--- config.mk ---
export PLATFORM = sky130hd
export DESIGN_NAME = player_mover
export DESIGN_NICKNAME = d
export VERILOG_FILES = /design/src/rtl/player_mover.sv
export SDC_FILE = /design/constraint.sdc
export NUM_CORES = 1
export LEC_CHECK = 0
export ABC_AREA = 1
export BUFFER_PORTS_ARGS = -buffer_cell sky130_fd_sc_hd__buf_2
export CAP_MARGIN = 25
export CORE_MARGIN = 3
export CORE_UTILIZATION = 46
export DETAILED_ROUTE_END_ITERATION = 7
export PLACE_DENSITY = 0.73
export SYNTH_ARGS = -nofsm -noshare
export SYNTH_HDL_FRONTEND = slang
export SYNTH_SLANG_ARGS = --single-unit
--- constraint.sdc ---
create_clock -name clk -period 2.75 [get_ports clk]
set_clock_uncertainty 0.05 [all_clocks]
set_input_delay 0.275 -clock clk [delete_from_list [all_inputs] [get_ports clk]]
set_output_delay 0.275 -clock clk [all_outputs]
set_load 0.005 [all_outputs]
--- src/rtl/player_mover.sv ---
// player_mover: steps the sprite one STEP in a one-hot key direction, rejecting off-screen moves.
// Define PLAYER_MOVER_COLLIDE_EN to also check two leading-edge maze tiles before committing.
module player_mover #(
    parameter int STEP    = 2,
    parameter int START_H = 36,
    parameter int START_V = 4
) (
    input  logic       clk,
    input  logic       rst,
    input  logic       step_tick,
    input  logic [3:0] dir,
    output logic       tile_rd,
    output logic [8:0] tile_addr,
    input  logic       tile_wall,
    output logic [9:0] pos_h,
    output logic [9:0] pos_v,
    output logic [1:0] facing,
    output logic [1:0] anim_step,
    output logic       busy,
    output logic       moved,
    output logic       blocked
);

    typedef enum logic [1:0] {IDLE, RD0, RD1, EVAL} state_t;

    logic [9:0] pos_h_q, pos_v_q;
    logic [1:0] facing_q, anim_q;
    logic       busy_q, moved_q, blocked_q, tile_rd_q;
    logic [8:0] tile_addr_q;

    // Candidate position is signed and two bits wider so underflow shows up as negative.
    logic signed [11:0] ch, cv;
    logic [1:0]         face_d;
    logic               onehot, in_bounds;

    always_comb begin
        ch     = $signed({2'b00, pos_h_q});
        cv     = $signed({2'b00, pos_v_q});
        face_d = facing_q;
        onehot = 1'b1;
        case (dir)
            4'b1000: begin cv = cv - 12'(STEP); face_d = 2'b00; end
            4'b0100: begin cv = cv + 12'(STEP); face_d = 2'b01; end
            4'b0010: begin ch = ch - 12'(STEP); face_d = 2'b10; end
            4'b0001: begin ch = ch + 12'(STEP); face_d = 2'b11; end
            default: onehot = 1'b0;
        endcase
        in_bounds = (ch >= 0) && (ch <= 12'sd624) && (cv >= 0) && (cv <= 12'sd464);
    end

`ifdef PLAYER_MOVER_COLLIDE_EN
    state_t     state_q;
    logic [9:0] cand_h_q, cand_v_q;
    logic [8:0] addr_b_q;
    logic       wall_a_q;
    logic [4:0] col_l, col_r, row_t, row_b;
    logic [8:0] addr_a, addr_b;

    function automatic logic [8:0] tile_index(input logic [4:0] col, input logic [4:0] row);
        logic [13:0] t;
        t = 14'(row) * 14'd20 + 14'(col);
        return 9'(t);
    endfunction

    always_comb begin
        col_l = ch[9:5];
        col_r = 5'((ch[9:0] + 10'd15) >> 5);
        row_t = cv[9:5];
        row_b = 5'((cv[9:0] + 10'd15) >> 5);
        case (face_d)
            2'b00: begin addr_a = tile_index(col_l, row_t); addr_b = tile_index(col_r, row_t); end
            2'b01: begin addr_a = tile_index(col_l, row_b); addr_b = tile_index(col_r, row_b); end
            2'b10: begin addr_a = tile_index(col_l, row_t); addr_b = tile_index(col_l, row_b); end
            default: begin addr_a = tile_index(col_r, row_t); addr_b = tile_index(col_r, row_b); end
        endcase
    end
`else
    logic unused_tile_wall;
    assign unused_tile_wall = tile_wall;
`endif

    always_ff @(posedge clk) begin
        if (rst) begin
            pos_h_q     <= 10'(START_H);
            pos_v_q     <= 10'(START_V);
            facing_q    <= 2'b01;
            anim_q      <= 2'd0;
            busy_q      <= 1'b0;
            moved_q     <= 1'b0;
            blocked_q   <= 1'b0;
            tile_rd_q   <= 1'b0;
            tile_addr_q <= 9'd0;
`ifdef PLAYER_MOVER_COLLIDE_EN
            state_q  <= IDLE;
            cand_h_q <= 10'd0;
            cand_v_q <= 10'd0;
            addr_b_q <= 9'd0;
            wall_a_q <= 1'b0;
`endif
        end else begin
            moved_q   <= 1'b0;
            blocked_q <= 1'b0;
            tile_rd_q <= 1'b0;
`ifdef PLAYER_MOVER_COLLIDE_EN
            case (state_q)
                IDLE: if (step_tick && onehot) begin
                    facing_q <= face_d;
                    if (in_bounds) begin
                        cand_h_q    <= ch[9:0];
                        cand_v_q    <= cv[9:0];
                        tile_rd_q   <= 1'b1;
                        tile_addr_q <= addr_a;
                        addr_b_q    <= addr_b;
                        busy_q      <= 1'b1;
                        state_q     <= RD0;
                    end else begin
                        blocked_q <= 1'b1;
                    end
                end
                RD0: begin
                    tile_rd_q   <= 1'b1;
                    tile_addr_q <= addr_b_q;
                    state_q     <= RD1;
                end
                RD1: begin
                    wall_a_q <= tile_wall;
                    state_q  <= EVAL;
                end
                default: begin
                    if (wall_a_q || tile_wall) begin
                        blocked_q <= 1'b1;
                    end else begin
                        pos_h_q <= cand_h_q;
                        pos_v_q <= cand_v_q;
                        anim_q  <= anim_q + 2'd1;
                        moved_q <= 1'b1;
                    end
                    busy_q  <= 1'b0;
                    state_q <= IDLE;
                end
            endcase
`else
            // Without collision the FSM collapses to a single-cycle commit; busy stays low.
            if (step_tick && onehot) begin
                facing_q <= face_d;
                if (in_bounds) begin
                    pos_h_q <= ch[9:0];
                    pos_v_q <= cv[9:0];
                    anim_q  <= anim_q + 2'd1;
                    moved_q <= 1'b1;
                end else begin
                    blocked_q <= 1'b1;
                end
            end
`endif
        end
    end

    assign pos_h     = pos_h_q;
    assign pos_v     = pos_v_q;
    assign facing    = facing_q;
    assign anim_step = anim_q;
    assign busy      = busy_q;
    assign moved     = moved_q;
    assign blocked   = blocked_q;
    assign tile_rd   = tile_rd_q;
    assign tile_addr = tile_addr_q;

endmodule

# Yosys cells after proc, flatten, opt, wreduce, memory -nomap -nowiden
# Cells that the tools add are included.
[totals] output_inout_bits=37 register_bits=26
[op_classes] add_sub_neg=5 n_mux=6 n_lt_le_gt_ge=4 n_bitwise=1 eq_ne=4 reduce_logical=9
[ops] op="one-hot mux 12 bit (2 select lines)" n=2
[ops] op=">= comparator 12 x 1 -> 1 bit (second input constant)" n=2
[ops] op="adder 10 x 2 -> 11 bit (second input constant)" n=2
[ops] op="subtractor 10 x 2 -> 11 bit (second input constant)" n=2
[ops] op="<= comparator 12 x 10 -> 1 bit (second input constant)" n=1
[ops] op="<= comparator 12 x 11 -> 1 bit (second input constant)" n=1
[ops] op="one-hot mux 2 bit (4 select lines)" n=1
[ops] op="equality test 4 x 1 -> 1 bit (second input constant)" n=1
[ops] op="equality test 4 x 2 -> 1 bit (second input constant)" n=1
[ops] op="equality test 4 x 3 -> 1 bit (second input constant)" n=1
[ops] op="equality test 4 bit (second input constant)" n=1
[ops] op="logical AND 1 bit" n=4
[ops] op="AND reduction 2 bit" n=2
[ops] op="nonzero test 4 bit" n=1
[ops] op="OR reduction 4 bit" n=1
[ops] op="two-way mux 1 bit" n=3
[ops] op="adder 2 x 1 -> 2 bit (second input constant)" n=1
[ops] op="OR reduction 2 bit" n=1
[ops] op="NOT 1 bit" n=1

# Logic depth before layout (Yosys ltp)
[logic_depth] depth_word=7 ltp_mapped=20

# Worst setup path before layout
# OpenSTA, ideal clock, no wires.
[synth_timing] path_kind="register to register" start="register pos_v_q[1], in the netlist pos_v[1]" end="register pos_h_q[4], in the netlist pos_h[4]" t_required_ps=2587 path_stages_with_launch=18 setup_slack_ps=755 arrival_ps=1833 n_path_buf=1 path_cell_list="dfxtp_1 > inv_1 > ha_1 > nand2_1 > nor2_1 > inv_1 > nand2_1 > nand2_1 > nor2_1 > a21oi_1 > nand2_1 > nand3_1 > nand2_1 > inv_2 > nand3_4 > buf_6 > nor2_1 > nor2_1"
[synth_between] elab_chain_len=6 elab_cells_between_ends=8
[synth_rtl] element="from (decl)" line="26" text="logic [9:0] pos_h_q, pos_v_q;"
[synth_rtl] element="from (signal assigned)" line="85" text="pos_v_q <= 10'(START_V);"
[synth_rtl] element="from (signal assigned)" line="148" text="pos_v_q <= cv[9:0];"
[synth_rtl] element="adder 10 x 2 -> 11 bit / subtractor 10 x 2 -> 11 bit (equally long branches)" line="43, 42"
[synth_rtl] element="one-hot mux 12 bit (2 select lines) (*)" line="41" text="case (dir)"
[synth_rtl] element=">= comparator 12 x 1 -> 1 bit" line="48" text="in_bounds = (ch >= 0) && (ch <= 12'sd624) && (cv >= 0) && (cv <= 12'sd464);"
[synth_rtl] element="logical AND 1 bit" line="48"
[synth_rtl] element="logical AND 1 bit (*)" line="48"
[synth_rtl] element="AND reduction 2 bit (no source line) (*)"
[synth_rtl] element="to (signal assigned)" line="84" text="pos_h_q <= 10'(START_H);"
[synth_rtl] element="to (signal assigned)" line="147" text="pos_h_q <= ch[9:0];"
[synth_rtl] element="to (decl)" line="26"
# Every way passes the cells marked *; elsewhere a longest branch is shown, timed or not.
# A chain may end at the register's enable or synchronous reset.

# Worst setup path after layout
[layout_timing] start="register pos_h_q[1], in the netlist pos_h[1]" end="register pos_v_q[2], in the netlist pos_v[2]"
[layout_between] elab_chain_len=7 elab_cells_between_ends=9
[layout_rtl] element="adder 10 x 2 -> 11 bit / subtractor 10 x 2 -> 11 bit (equally long branches)" line="45, 44"
[layout_rtl] element="one-hot mux 12 bit (2 select lines) (*)" line="41"
[layout_rtl] element=">= comparator 12 x 1 -> 1 bit / <= comparator 12 x 11 -> 1 bit (equally long branches)" line="48"
[layout_rtl] element="logical AND 1 bit (*) (3 in a row)" line="48"
[layout_rtl] element="AND reduction 2 bit (no source line) (*)"
# Marks and branches as above.

==> summary.txt <==
Pleak: 0.00133 µW
number of global-route vias before repair: 2091
global-route wire length before repair: 9220 µm
CP Cell Sequence: inv_1, ha_1, nand2_1, nor2_1, nand2_1, nand3_1, nand2_1, nand2_1, inv_1, nand3_1, nand2_1, nand2_1, nand2_2, nand2_4, nand3_4, nand2_1, nand3_1
CP max-delay cell: dfxtp_1
clock latency at the later pin of the worst-skew pair: 0.27 ns
cell area after synthesis: 2210 µm²
vias after detailed routing: 2410
min cycle time layout: 2.39 ns
Setup WS pre-CTS: 0.255 ns
H-tree depth: 1
Worst setup EP type: flop
Gate Count Post-Synth: 386
initial antenna violation count: 0
final global-route overflow total: 0
prevailing post-synth register cell: dfxtp_1
dpl cells: 461
CTS tree: yes
hold_sp: rst
Final #Nets: 427
Critical Path Start Type: flop
total wire length: 5650 µm
library cells used by synthesis: 30
# diodes: 0
Final Hold Fails: 0
Net Sw Frac: 35.6%
critical path arrival: 2.48 ns
total die area: 5670 µm²
most frequent cell on the critical path: nand2_1
DR pass1 iterations: 4
num rows: 24
Largest stage delay, worst path: 0.36 ns
post-DP HPWL: 4050 µm
vias per std cell: 5.18
area grow syn2layout: 8.39%
Top Ports: 45
f_max: 0.418 GHz
Routed Antenna Nets: 0
Seq/Total Area, Yosys: 21.8%
pwr/cell area: 357 nW/µm²
synthesized flop and latch total: 24
area of the core: 4500 µm²
YS warnings: 0
Period Utilization, post-route: 87.1%
share of cells above drive strength 1: 15.5%
Critical Path RT: 2.84 ns
CTS root buf: clkbuf_8
Clock power frac: 25.6%
hold buffer count at cts: 0
gpl congestion: 0.851
Post-synth ARST share: 0%
final setup vio count: 0
Slew @ Worst Pin: 0.633 ns
Syn Area/Cell: 5.72 µm²
port bufs: 30
Worst path top cell family by delay: simple AND/OR/NAND/NOR gates
final slew viol count: 0
CTS Buf Count: 3
Post-synth EDFFs: 0
clock slew at reported path FFs: 0.09 ns
worst min-delay path class: in2reg
final std cells w/o fill: 465
Iter 0 DRT Violations: 152
combinational share of power: 28.2%
final worst slack: 0.356 ns
status: completed
FF-to-FF End: pos_v[2]
die width: 75.3 µm
Hold Path Depth: 2
# Post-CTS Setup Buffers: 0
crit-path max FO: 15
FF-to-FF setup slack: 0.36 ns
Hold Slack: 0.161 ns
Avg WL per Cell: 12.1 µm
worst rel slew slack: 57.7%
most frequent cells in the layout: nand2_1, nor2_1, inv_1
Max Cap Viol: 0
worst path bufs/invs: 2
leading cell type in the layout, fill and taps excluded: nand2_1
Die Span Y: 75.3 µm
worst hold endpoint: pos_v[9]
Reg2Reg Depth: 17
RSZ-0062 raised after global routing: no
kind of critical path: reg2reg
Sw Pwr: 304 µW
drt drc: 0
Longest Clk Path Bufs: 2
gr usage total: 20.5%
launch point of the worst reg-to-reg path: pos_h[1]
Initial Util: 49.0%
largest net degree at the start of global routing: 28
sequential share of power: 46.2%
setup tns final: 0 ns
Pint: 551 µW
clock net sink count: 24
maximum VDD drop: 206 µV
==> power by group through the flow <==
stage	clock (µW)	sequential (µW)	combinational, µW
4_1_cts	222	395	238
5_1_grt	234	399	277
3_3_place_gp	0	403	232
6_report	219	395	241
2_1_floorplan	0	398	192
3_5_place_dp	0	403	236
==> stage by stage <==
step	cell area (µm²)	total power [µW]	util, %
6_report	2390	855	53.1
3_3_place_gp	2330	634	51.8
4_1_cts	2380	854	52.8
3_5_place_dp	2330	639	51.8
5_1_grt	2390	910	53.1
2_1_floorplan	2250	589	-
==> worst max path at each step <==
stage	slack [ns]	to	from	depth (start not counted)
after floorplan	0.75	pos_h[4]	pos_v[1]	17
after global placement	0.30	pos_h[6]	dir[3]	15
after detailed placement	0.26	pos_v[8]	pos_h[1]	17
after CTS	0.23	pos_v[8]	pos_h[1]	17
after global routing	0.08	pos_h[7]	pos_h[1]	17
final	0.36	pos_v[2]	pos_h[1]	17
==> cell families after synthesis <==
family	after synthesis	synth area share [%]
AND/OR/NAND/NOR	261	54.3
flip-flops	24	21.8
other	1	0.170
buffers and inverters	73	15.6
AO/OA/AOI/OAI	21	5.10
XOR/XNOR	2	0.793
adder cells (fa/ha/maj)	4	2.27
==> state kept, by name, summed over array words and instances, names as in the netlist <==
register,cells
anim_step,2
blocked,1
facing,2
moved,1
pos_h,9
pos_v,9
==> repair_timing <==
action,in CTS,in global routing
setup endpoints to repair,0,15
hold endpoints to repair,0,0
resized for setup,0,1
==> cells in the mapped netlist, types with 2 or more instances <==
cell / instances / area share (%)
inv_2: 6 / 1.0
nand2_1: 116 / 20
nor3_1: 2 / 0.45
nor2_4: 3 / 1.5
nor2_2: 2 / 0.57
buf_2: 5 / 1.1
nand3_4: 3 / 2.4
buf_4: 13 / 4.4
nand2_4: 2 / 1.0
nand2_2: 12 / 3.4
dfxtp_1: 24 / 22
o21ai_0: 11 / 2.5
nor2_1: 58 / 9.9
nand3_1: 44 / 10
inv_1: 45 / 7.6
o22ai_1: 2 / 0.57
nand4_1: 17 / 4.8
buf_6: 2 / 1.0
ha_1: 4 / 2.3
a21oi_1: 5 / 1.1
==> cell type report <==
class                           instances  area (µm²)
Multi-Input combinational cell        302        1450
Tap cell                               52        65.1
Clock buffer                            3        41.3
Fill cell                             483        2110
Timing Repair Buffer                   32         165
Sequential cell                        24         480
Inverter                               52         195
==> worst register-to-register path: cells and delay by family (launching register included) <==
| family | cells | cell delay (ns) |
|---|---|---|
| flip-flops | 1 | 0.36 |
| AND/OR/NAND/NOR | 14 | 1.48 |
| buffers and inverters | 2 | 0.20 |
| adder cells (fa/ha/maj) | 1 | 0.20 |
==> layer usage <==
layer	vias up	global-route usage, %	share of wire (%)
met5	-	0	0
met4	0	5.63	0.89
met3	7	3.34	6.5
met2	74	32.2	46
met1	1073	29.0	47
li1	1256	-	-
No activity file was read; power rests on OpenSTA's default activity.
